[src/rtl/irrigation_pump_scheduler.sv]
// rtl/irrigation_pump_scheduler.sv - round-robin pump/valve sequencer for shared tank; `PUMP_COOLDOWN_EN adds REST
module irrigation_pump_scheduler #(
  parameter int ZONES    = 4,
  parameter int GUARD    = 2,
  parameter int MIN_ON   = 8,
  parameter int MAX_ON   = 64,
  parameter int COOLDOWN = 4
) (
  input  logic             clock,
  input  logic             reset,
  input  logic [ZONES-1:0] zone_request,
  input  logic             low_level,
  input  logic             empty_tank,
  input  logic             fertilise_push,
  output logic             pump_on,
  output logic [ZONES-1:0] valve_open,
  output logic             sprinkling,
  output logic             fertilise_grant,
  output logic             busy,
  output logic             alarm
);

  localparam int ZW  = $clog2(ZONES);
  localparam int ZW1 = ZW + 1;
  // One counter serves guard, pump-on and rest timing, so size it for the largest
  localparam int CW  = $clog2(MAX_ON + GUARD + COOLDOWN + 1) + 1;

  localparam logic [2:0] ST_IDLE  = 3'd0;
  localparam logic [2:0] ST_OPEN  = 3'd1;
  localparam logic [2:0] ST_RUN   = 3'd2;
  localparam logic [2:0] ST_CLOSE = 3'd3;
`ifdef PUMP_COOLDOWN_EN
  localparam logic [2:0] ST_REST  = 3'd4;
  localparam logic [CW-1:0] COOL_LAST = CW'(COOLDOWN - 1);
`endif

  localparam logic [CW-1:0] GUARD_LAST = CW'(GUARD - 1);
  localparam logic [CW-1:0] MIN_LAST   = CW'(MIN_ON - 1);
  localparam logic [CW-1:0] MAX_LAST   = CW'(MAX_ON - 1);
  localparam logic [ZW:0]   ZONES_W    = ZW1'(ZONES);
  localparam logic [ZW-1:0] LAST_ZONE  = ZW'(ZONES - 1);

  logic [2:0]    state_q, state_d;
  logic [ZW-1:0] cur_q, cur_d;
  logic [ZW-1:0] ptr_q, ptr_d;
  logic [CW-1:0] cnt_q, cnt_d;
  logic          fg_q, fg_d;

  logic          fault;
  logic [ZW-1:0] pick;
  logic [ZW:0]   idx;
  logic          found;
  logic          run_exit;
  logic [ZW-1:0] next_ptr;

  assign fault    = low_level | empty_tank;
  assign next_ptr = (cur_q == LAST_ZONE) ? '0 : cur_q + ZW'(1);
  assign run_exit = fault
                  || ((cnt_q >= MIN_LAST) && !zone_request[cur_q])
                  || (cnt_q == MAX_LAST);

  // Round-robin pick: first requesting zone at or after the pointer, wrapping
  always_comb begin
    pick  = '0;
    found = 1'b0;
    idx   = '0;
    for (int k = 0; k < ZONES; k++) begin
      idx = {1'b0, ptr_q} + ZW1'(k);
      if (idx >= ZONES_W) idx = idx - ZONES_W;
      if (!found && zone_request[idx[ZW-1:0]]) begin
        pick  = idx[ZW-1:0];
        found = 1'b1;
      end
    end
  end

  // Next-state: valve guard, pump run with min/max limits, close guard
  always_comb begin
    state_d = state_q;
    cur_d   = cur_q;
    cnt_d   = cnt_q;
    ptr_d   = ptr_q;
    case (state_q)
      ST_IDLE: begin
        // A fault seen in the decision cycle blocks the grant
        if (found && !fault) begin
          state_d = ST_OPEN;
          cur_d   = pick;
          cnt_d   = '0;
        end
      end
      ST_OPEN: begin
        if (fault) begin
          state_d = ST_CLOSE;
          cnt_d   = '0;
        end else if (cnt_q == GUARD_LAST) begin
          state_d = ST_RUN;
          cnt_d   = '0;
        end else begin
          cnt_d = cnt_q + CW'(1);
        end
      end
      ST_RUN: begin
        if (run_exit) begin
          state_d = ST_CLOSE;
          cnt_d   = '0;
        end else begin
          cnt_d = cnt_q + CW'(1);
        end
      end
      ST_CLOSE: begin
        if (cnt_q == GUARD_LAST) begin
          ptr_d = next_ptr;
          cnt_d = '0;
`ifdef PUMP_COOLDOWN_EN
          state_d = ST_REST;
`else
          state_d = ST_IDLE;
`endif
        end else begin
          cnt_d = cnt_q + CW'(1);
        end
      end
`ifdef PUMP_COOLDOWN_EN
      ST_REST: begin
        // Rest runs its full length even under a fault
        if (cnt_q == COOL_LAST) begin
          state_d = ST_IDLE;
          cnt_d   = '0;
        end else begin
          cnt_d = cnt_q + CW'(1);
        end
      end
`endif
      default: begin
        state_d = ST_IDLE;
        cnt_d   = '0;
      end
    endcase
  end

  // Fertiliser permission is sticky while RUN continues and drops with the pump
  always_comb begin
    fg_d = (state_q == ST_RUN) && (state_d == ST_RUN)
        && (fg_q || (fertilise_push && !low_level));
  end

  // State registers
  always_ff @(posedge clock or posedge reset) begin
    if (reset) begin
      state_q <= ST_IDLE;
      cur_q   <= '0;
      ptr_q   <= '0;
      cnt_q   <= '0;
      fg_q    <= 1'b0;
    end else begin
      state_q <= state_d;
      cur_q   <= cur_d;
      ptr_q   <= ptr_d;
      cnt_q   <= cnt_d;
      fg_q    <= fg_d;
    end
  end

  // Output decode from registered state; alarm alone looks at live inputs
  always_comb begin
    pump_on         = (state_q == ST_RUN);
    sprinkling      = (state_q == ST_RUN);
    busy            = (state_q != ST_IDLE);
    fertilise_grant = fg_q;
    valve_open      = '0;
    if (state_q == ST_OPEN || state_q == ST_RUN || state_q == ST_CLOSE)
      valve_open = ZONES'(1) << cur_q;
    alarm = (fault && (|zone_request)) || (fertilise_push && (state_q != ST_RUN));
  end

endmodule

[config.mk]
export PLATFORM = sky130hd
export DESIGN_NAME = irrigation_pump_scheduler
export DESIGN_NICKNAME = d
export VERILOG_FILES = /design/src/rtl/irrigation_pump_scheduler.sv
export SDC_FILE = /design/constraint.sdc
export NUM_CORES = 1
export LEC_CHECK = 0
export BUFFER_PORTS_ARGS = -buffer_cell sky130_fd_sc_hd__buf_2
export CORE_ASPECT_RATIO = 1.4
export CORE_MARGIN = 3
export CORE_UTILIZATION = 45
export DETAILED_ROUTE_END_ITERATION = 7
export GPL_TIMING_DRIVEN = 0
export MAX_ROUTING_LAYER = met4
export PLACE_DENSITY_LB_ADDON = 0.15
export SLEW_MARGIN = 20
export SYNTH_ARGS = -nofsm -noshare
export SYNTH_HDL_FRONTEND = slang
export SYNTH_SLANG_ARGS = --single-unit
export TNS_END_PERCENT = 10
[constraint.sdc]
create_clock -name clock -period 2.9 [get_ports clock]
set_input_delay 0.58 -clock clock [delete_from_list [all_inputs] [get_ports clock]]
set_output_delay 0.58 -clock clock [all_outputs]
set_load 0.03 [all_outputs]
==> reports/metrics.yaml, run 1 <==
status:
  outcome: "completed"
timing:
  fin_skew_ns: 0.0104
  timing.hold.ws_ns: 0.341
  setup-violations-final: 0
  setup_tns_ns: 0
  max_freq_mhz: 445
  worst_slack_ns: 0.652
  fin_crit_sh_pct: 77.5
  slew_headroom_pct: 58.7
  tightest_slew_ns: 0.619
  finalHoldViolations: 0
  rsz0062_at_grt: "no"
  drv_slew: 0
  post-route-min-period_ns: 2.25
logic_synthesis:
  synth.area.top_cells: "dfrtp_1, ha_1, nand2_1, a21oi_1, and2_1"
  synth_cells: 127
  ys_seq_area_share_pct: 35.8
  yosys.area.top_type: "dfrtp_1"
  ys_warn_count: 0
  yosys.area.top_type_share_pct: 35.8
  ys.flop_type: "dfrtp_1"
  async_flop_share_pct: 100
  syn_nets: 142
  ys_seq_elements: 16
  ys_top_cells_by_count: "dfrtp_1, nand2_1, a21oi_1"
  synth_cell_types: 40
  synth_edf_count: 0
  avgSynthCellArea_um2: 8.82
  synth_area_um2: 1120
critical_path:
  slowest_delay_ns: 0.58
  timing.rr.end: "cnt_q[2]$_DFFE_PP0P_"
  worstPathRequired_ns: 2.32
  critical_path_class: "input pin to primary output"
  crit_slowest_cell: "or4_4"
  critPathLaunchType: "input pin"
  worstPathCellList: "buf_2, or4_4, o21ai_0, o21ai_0, buf_2"
  crit_path_end_kind: "primary output"
  r2r_cells: 6
  critical-path-top-delay-family: "simple AND/OR/NAND/NOR gates"
  r2r_slack_ns: 1.00
  r2r_start: "cur_q[0]$_DFFE_PP0P_"
  cp.arrival_ns: 1.67
  path_buf_inv: 2
  worstPathMaxFanout: 6
power:
  p_leak_nw: 0.602
  p_per_area_nw_per_um2: 460
  peakVddDrop_mv: 0.290
  fin_total_pwr_uw: 590
routing:
  remaining_drc_errors: 0
  detail_route.first_pass.iterations: 4
  drt_iter0_markers: 15
  vias_per_cell: 5.41
  wl_per_cell_um: 12.5
  totalWireLength_mm: 2.27
  antenna_left: 0
  vias: 980
global_routing:
  grt_start_max_net_pins: 17
  track_usage_pct: 16.7
  grt_pass1_wl_mm: 3.79
  use_met3_pct: 3.06
  globalRouteOverflowTotal: 0
  use_met2_pct: 29.2
  use_met1_pct: 17.3
  antenna_found_initial: 0
  grt_pass1_vias: 927
  grt.busiest_layer: "met2"
layout:
  postLayoutCoreUtil_pct: 56.3
  fin_nets: 164
  diodes: 0
  drive_above_1_share_pct: 23.0
  area_delta_synth_final_pct: 14.5
clock_network:
  cts_htree_levels: 1
  cts-buffers-inserted: 3
  path_clk_slew_ns: 0.11
  postCtsSetupBuffers: 0
  cts_hold_buffers: 0
  clk_path_buf_depth: 2
  cts-resized-gates: 0
  cts_sinks: 16
  cts_tree: "done"
  cts-root-buf: "clkbuf_4"
  clk-insertion-delay-late_ns: 0.29
place:
  port_buffers: 17
  finalWeightedCongestion: 0.802
  dp_worst_setup_slack_ns: 0.655
  dp_hpwl_mm: 1.80
floorplan:
  die_area_um2: 3130
  io_pins: 18
  core-area_um2: 2280
  row_count: 20
  die_w_um: 48.2
  die_h_um: 65.0
  initial_utilization_pct: 49.2
hold_path:
  min_path_type: "input pin to async pin"
job:
  max-cap-violations: 0
stage by stage:
stage               area, µm²  std cells
finish                   1280        181
global route             1280        181
CTS                      1280        181
detailed placement       1250        177
global placement         1250        177
floorplan                1120        127
flip-flops by register name, indices dropped and copies added, names as in the netlist:
name,count
cur_q,2
cnt_q,8
ptr_q,2
state_q,3
fertilise_grant,1
layout make-up:
class | instances | area (µm²)
plain buffers | 3 | 22.5
flip-flops and latches | 16 | 400
repair buffers | 17 | 85.1
fillers | 213 | 995
inverters | 8 | 30.0
multi-input cells | 100 | 667
well taps | 33 | 41.3
clock buffers | 4 | 36.3
layer usage:
| layer | part of all wire, % | vias up | routed length, µm |
|---|---|---|---|
| li1 | - | 497 | - |
| met2 | 56 | 12 | 1260 |
| met1 | 40 | 465 | 900 |
| met4 | 2.3 | 0 | 52 |
| met3 | 2.2 | 6 | 51 |
| met5 | 0 | - | 0 |
power breakdown:
group / switching, mW / internal (mW)
registers: 0.0329 / 0.241
logic: 0.0972 / 0.0653
clock network: 0.0768 / 0.0764
total: 0.207 / 0.383
cells by family after synthesis:
logic type               synth area share (%)
multiplexers                             4.80
AND/OR/NAND/NOR                          27.4
buffers and inverters                    4.69
other                                   0.335
flip-flops                               35.8
adder cells (fa/ha/maj)                  6.70
AO/OA/AOI/OAI                            20.3
layout by cell type (no fill, tap or decap), types with 2 or more instances in the layout:
cell type   n
and3_1      2
o22ai_1     3
a21oi_1     9
o21ai_0     7
a21o_1      4
nor2_1      6
clkbuf_4    3
o31ai_1     2
mux2i_1     2
nand2_1    16
nor3_1      6
nor3b_2     2
and2_1      7
dfrtp_1    16
nand3_1     6
ha_1        6
buf_2      17
inv_1       8
or3_1       2
worst max-delay path by stage:
stage                         start     to  slack, ns  cells after the start
CTS                 zone_request[0]  alarm       0.66                      5
global placement    zone_request[0]  alarm       0.67                      5
detailed placement  zone_request[0]  alarm       0.65                      5
floorplan           zone_request[0]  alarm       0.76                      3
global route        zone_request[0]  alarm       0.55                      5
finish              zone_request[0]  alarm       0.65                      5
(Power assumes the default switching activity.)
==> run 2, diff against run 1 <==
==> constraint.sdc (replaced) <==
create_clock -name clock -period 1.9 [get_ports clock]
set_input_delay 0.38 -clock clock [delete_from_list [all_inputs] [get_ports clock]]
set_output_delay 0.38 -clock clock [all_outputs]
set_load 0.03 [all_outputs]
==> run 2 against run 1 <==
Net effect: sequential share of layout area is 0.20 points lower; cell count stayed put; utilization increased by 0.71 points; power rose by 53%; sequential cell count unchanged; register-to-register slack lost 0.94 ns; critical path type unchanged; largest cell class unchanged; largest power group unchanged.
==> reports/metrics.yaml, run 2 (synthesis gave the netlist of run 1 again) <==
global_routing:
  grt_pass1_wl_mm: 3.79  # unchanged
  antenna_found_initial: 0  # unchanged
  track_usage_pct: 16.7  # unchanged
  grt_pass1_vias: 927  # unchanged
  globalRouteOverflowTotal: 0  # unchanged
  grt_start_max_net_pins: 17  # unchanged
place:
  finalWeightedCongestion: 0.802  # unchanged
  dp_hpwl_mm: 1.80  # unchanged
  port_buffers: 17  # unchanged
routing:
  drt_iter0_markers: 18  # +3
  remaining_drc_errors: 0  # unchanged
  detail_route.first_pass.iterations: 4  # unchanged
  vias_per_cell: 5.50  # +1.6%
  totalWireLength_mm: 2.27  # unchanged
  wl_per_cell_um: 12.5  # unchanged
  vias: 996  # +1.6%
  antenna_left: 0  # unchanged
critical_path:
  crit_slowest_cell: "or4_4"
  path_buf_inv: 2  # unchanged
  slowest_delay_ns: 0.58  # about the same
  worstPathCellList: "buf_2, or4_4, o21ai_0, o21ai_0, buf_4"
  critical_path_class: "input pin to primary output"
  worstPathRequired_ns: 1.52  # -0.80 ns
  cp.arrival_ns: 1.47  # -0.20 ns
  crit_top_cell: "o21ai_0"
  critical-path-top-delay-family: "simple AND/OR/NAND/NOR gates"
  crit_path_end_kind: "primary output"
  critPathLaunchType: "input pin"
  worstPathMaxFanout: 6  # unchanged
timing:
  setup-violations-final: 0  # unchanged
  post-route-min-period_ns: 1.85
  setup_tns_ns: 0  # unchanged
  rsz0062_at_grt: "yes"
  drv_slew: 0  # unchanged
  fin_crit_sh_pct: 97.3
  max_freq_mhz: 541
  fin_skew_ns: 0.0114  # +0.00106 ns
  finalHoldViolations: 0  # unchanged
  tightest_slew_ns: 0.617  # -0.00265 ns
  slew_headroom_pct: 58.8  # +0.18 points
  timing.hold.ws_ns: 0.140  # -0.201 ns
layout:
  postLayoutCoreUtil_pct: 57.0  # +0.71 points
  largest_reg_flops: 8  # unchanged
  diodes: 0  # unchanged
  nFillCells: 211  # -0.94%
  regMostFlops: "cnt_q"
  drive_above_1_share_pct: 25.7  # +2.7 points
  fin_nets: 164  # unchanged
  layout_common_cells: "nand2_1, buf_2, dfrtp_1"
  area_delta_synth_final_pct: 16.0
  reg_top3: "cnt_q: 8 flops, state_q: 3 flops"
floorplan:
  die_h_um: 65.0  # unchanged
  io_pins: 18  # unchanged
  row_count: 20  # unchanged
  die_area_um2: 3130  # unchanged
  core-area_um2: 2280  # unchanged
  die_w_um: 48.2  # unchanged
  initial_utilization_pct: 49.2  # unchanged
clock_network:
  clk-insertion-delay-late_ns: 0.29  # about the same
  path_clk_slew_ns: 0.11  # about the same
  cts-root-buf: "clkbuf_4"
  cts_hold_buffers: 0  # unchanged
  cts-buffers-inserted: 3  # unchanged
  cts_tree: "done"
  postCtsSetupBuffers: 0  # unchanged
  clk_path_buf_depth: 2  # unchanged
  cts_sinks: 16  # unchanged
  cts_htree_levels: 1  # unchanged
hold_path:
  min_path_type: "input pin to async pin"
power:
  peakVddDrop_mv: 0.440  # +52%
  p_leak_nw: 0.605  # +0.56%
  p_per_area_nw_per_um2: 697  # +52%
status:
  outcome: "completed"
job:
  max-cap-violations: 0  # unchanged
run 2: cell types whose count changed in the layout (fill, tap and decap cells not counted):
| cell | before | now |
|---|---|---|
| nor4b_1 | 1 | 0 |
| nor3_2 | 0 | 1 |
| nor4b_2 | 0 | 1 |
| dfrtp_2 | 0 | 2 |
| dfrtp_1 | 16 | 14 |
| buf_2 | 17 | 16 |
| nor3_1 | 6 | 5 |
| buf_4 | 1 | 2 |
run 2: through the flow:
stage | instance area, µm² | setup slack [ns] | instances | total power [mW]
floorplan | 1120 | 0.163 | 127 | 0.603
global placement | 1250 | 0.0324 | 177 | 0.668
detailed placement | 1250 | 0.0156 | 177 | 0.679
CTS | 1280 | 0.0469 | 181 | 0.916
global route | 1300 | -0.0454 | 181 | 0.973
finish | 1300 | 0.0508 | 181 | 0.905
run 2: layer usage:
| metal | vias to the layer above | track usage, % | part of all wire [%] |
|---|---|---|---|
| met5 | - | - | 0 |
| met4 | 0 | 6.40 | 2.3 |
| met3 | 6 | 3.06 | 2.7 |
| met2 | 16 | 29.2 | 56 |
| met1 | 476 | 17.3 | 39 |
| li1 | 498 | - | - |
run 2: worst register-to-register path: stages (launching register included):
cell,delay (ns)
dfrtp_2,0.45
mux4_2,0.56
a21oi_2,0.12
o221a_1,0.21
buf_6,0.15
o21ai_1,0.06
a21o_1,0.18
run 2: repair_timing:
action	in CTS	in global routing
endpoints found under the setup margin	2	7
hold endpoints to repair	0	0
pin swaps	0	1
gates resized for setup	1	4
run 2: power breakdown:
group	leakage [nW]	internal (mW)	total (mW)	switching, mW
combinational	0.369	0.103	0.251	0.148
clock	0.0210	0.117	0.233	0.116
sequential	0.215	0.371	0.422	0.0515
total	0.605	0.590	0.905	0.316
run 2: final timing paths:
| kind | start | slack [ns] | depth (start not counted) | to |
|---|---|---|---|---|
| max | zone_request[0] | 0.05 | 5 | alarm |
| max in group asynchronous | reset | 1.32 | 2 | state_q[1]$_DFF_PP0_ |
| min reg2reg | cnt_q[0]$_DFFE_PP0P_ | 0.54 | 1 | cnt_q[0]$_DFFE_PP0P_ |
| min in group clock | empty_tank | 0.39 | 3 | state_q[0]$_DFF_PP0_ |
| max reg2reg | cur_q[0]$_DFFE_PP0P_ | 0.06 | 6 | cnt_q[2]$_DFFE_PP0P_ |
| min | reset | 0.14 | 2 | fertilise_grant$_DFF_PP0_ |
run 2: area by class of cell:
| cell class | count | area (µm²) | share of cell area (%) |
|---|---|---|---|
| buffer | 3 | 22.5 | 1.73 |
| sequential | 16 | 403 | 31.0 |
| multi-input combinational | 100 | 678 | 52.2 |
| inverter | 8 | 30.0 | 2.31 |
| clock buffer | 4 | 36.3 | 2.79 |
| tap | 33 | 41.3 | 3.18 |
| timing repair buffer | 17 | 87.6 | 6.74 |
==> run 3, diff against run 2 <==
--- a/config.mk
+++ b/config.mk
@@ -9,6 +9,7 @@
 export CORE_ASPECT_RATIO = 1.4
 export CORE_MARGIN = 3
 export CORE_UTILIZATION = 45
+export CTS_BUF_LIST = sky130_fd_sc_hd__clkbuf_4
 export DETAILED_ROUTE_END_ITERATION = 7
 export GPL_TIMING_DRIVEN = 0
 export MAX_ROUTING_LAYER = met4
==> run 3 against run 2 <==
Net effect: hold slack got worse by 0.0078 ns; via count rose by 0.30%; global-route usage rose by 0.27 points; combinational power barely moved; maximum frequency grew 0.21%; power down 4.0%; critical path depth stayed put; clock power is 16% lower; count of clock-buffer cells in the layout shrank 1; die area stayed put; largest power group unchanged.
==> reports/metrics.yaml, run 3 (synthesis gave the netlist of run 1 again) <==
status:
  outcome: "completed"
floorplan:
  die_area_um2: 3130  # unchanged
  die_h_um: 65.0  # unchanged
  row_count: 20  # unchanged
  core-area_um2: 2280  # unchanged
  initial_utilization_pct: 49.2  # unchanged
  die_w_um: 48.2  # unchanged
  io_pins: 18  # unchanged
power:
  fin_total_pwr_uw: 869  # -4.0%
  peakVddDrop_mv: 0.441  # about the same
  p_per_area_nw_per_um2: 675  # -3.2%
  p_leak_nw: 0.599  # -0.93%
critical_path:
  r2r_cells: 6  # unchanged
  worstPathCellList: "buf_2, or4_4, o21ai_0, o21ai_0, buf_4"
  worstPathMaxFanout: 6  # unchanged
  r2r_slack_ns: 0.06  # about the same
  crit_top_cell: "o21ai_0"
  crit_slowest_cell: "or4_4"
  startpoint: "zone_request[0]"
  worstPathRequired_ns: 1.52  # about the same
  crit_path_end_kind: "primary output"
  timing.rr.end: "cnt_q[2]$_DFFE_PP0P_"
  slowest_delay_ns: 0.58  # about the same
  r2r_start: "cur_q[0]$_DFFE_PP0P_"
  critPathLaunchType: "input pin"
  critical_path_class: "input pin to primary output"
  cp.arrival_ns: 1.47  # about the same
clock_network:
  cts_sinks: 16  # unchanged
  cts-buffers-inserted: 3  # unchanged
  cts_tree: "done"
  path_clk_slew_ns: 0.11  # about the same
  clk_path_buf_depth: 2  # unchanged
  cts_htree_levels: 1  # unchanged
  cts_hold_buffers: 0  # unchanged
  clk-insertion-delay-late_ns: 0.30  # about the same
  cts-root-buf: "clkbuf_4"
timing:
  slew_headroom_pct: 58.8  # about the same
  rsz0062_at_grt: "yes"
  finalHoldViolations: 0  # unchanged
  tightest_slew_ns: 0.617  # +0.000291 ns
  setup-violations-final: 0  # unchanged
  fin_crit_sh_pct: 97.1  # -0.21 points
  max_freq_mhz: 542  # +0.21%
  post-route-min-period_ns: 1.85  # -0.00395 ns
  fin_skew_ns: 0.0101  # -0.00131 ns
  drv_slew: 0  # unchanged
global_routing:
  grt_pass1_wl_mm: 3.82  # +0.90%
  grt_pass1_vias: 929  # +0.22%
  grt_start_max_net_pins: 17  # unchanged
  antenna_found_initial: 0  # unchanged
  track_usage_pct: 17.0  # +0.27 points
  globalRouteOverflowTotal: 0  # unchanged
layout:
  diodes: 0  # unchanged
  fin_nets: 164  # unchanged
  area_delta_synth_final_pct: 15.1
  seq_area_um2: 403  # unchanged
  nFillCells: 213  # +0.95%
  reg_top3: "cnt_q: 8 flops, state_q: 3 flops"
  layout_common_cells: "nand2_1, buf_2, dfrtp_1"
  multi_input_area_um2: 678  # unchanged
  drive_above_1_share_pct: 25.0  # -0.68 points
  largest_reg_flops: 8  # unchanged
  stdcell_area_um2: 1290  # -0.77%
  regMostFlops: "cnt_q"
place:
  port_buffers: 17  # unchanged
  dp_hpwl_mm: 1.80  # unchanged
  finalWeightedCongestion: 0.802  # unchanged
  placed_cell_area_um2: 1250  # unchanged
routing:
  drt_iter0_markers: 21  # +3
  vias_per_cell: 5.52  # +0.30%
  wl_met3_um: 55  # -9.8%
  wl_met1_um: 903  # +1.6%
  routed.top_layer: "met4"
  dr_wl_met2_mm: 1.28  # +1.2%
  vias: 999  # +0.30%
  antenna_left: 0  # unchanged
  wl_per_cell_um: 12.6  # +0.62%
  totalWireLength_mm: 2.28  # +0.62%
  detail_route.first_pass.iterations: 4  # unchanged
  remaining_drc_errors: 0  # unchanged
job:
  max-cap-violations: 0  # unchanged
hold_path:
  min_path_type: "input pin to async pin"
-- run 3: worst max path at each step --
stage / end / slack, ns
6_report: alarm / 0.05
4_1_cts: cnt_q[2]$_DFFE_PP0P_ / 0.05
2_1_floorplan: alarm / 0.16
3_5_place_dp: cnt_q[2]$_DFFE_PP0P_ / 0.02
3_3_place_gp: cnt_q[2]$_DFFE_PP0P_ / 0.03
5_1_grt: alarm / -0.05
-- run 3: layout make-up --
type / count / area share (%)
multi-input combinational: 100 / 52.6
inverter: 8 / 2.33
tap: 33 / 3.20
sequential: 16 / 31.3
buffer: 3 / 1.75
clock buffer: 3 / 1.75
timing repair buffer: 17 / 6.80
clock inverter: 1 / 0.291
-- run 3: timing repair --
item | in CTS | in global routing
setup endpoints to repair | 2 | 7
pin swaps | 0 | 1
hold endpoints to repair | 0 | 0
cloned | 0 | 0
setup buffers | 0 | 0
resized for setup | 1 | 4
-- run 3: through the flow --
stage | TNS (ns) | setup WS (ns) | hold slack (ns) | utilization [%] | instances
global route | -0.0877 | -0.0454 | 0.178 | 56.6 | 181
detailed placement | 0 | 0.0156 | 0.495 | 54.7 | 177
floorplan | 0 | 0.163 | 0.294 | - | 127
finish | 0 | 0.0547 | 0.132 | 56.6 | 181
global placement | 0 | 0.0324 | 0.489 | 54.7 | 177
CTS | 0 | 0.0469 | 0.164 | 55.9 | 181
-- run 3: worst max-delay path, delay by kind of cell --
family	cells	cell delay (ns)
and+or+nand+nor	1	0.58
buffers and inverters	2	0.31
AOI/OAI and AO/OA	2	0.20
-- run 3: routing by layer --
metal,vias up,global-route usage [%]
li1,497,-
met1,476,17.3
met2,19,29.6
met3,7,3.06
met4,0,7.41
met5,-,-
-- run 3: report_power, final --
group,switching (mW),leakage (nW),total (mW),internal (mW)
combinational,0.148,0.369,0.251,0.103
clock,0.120,0.0154,0.196,0.0766
sequential,0.0515,0.215,0.422,0.371
total,0.319,0.599,0.869,0.550
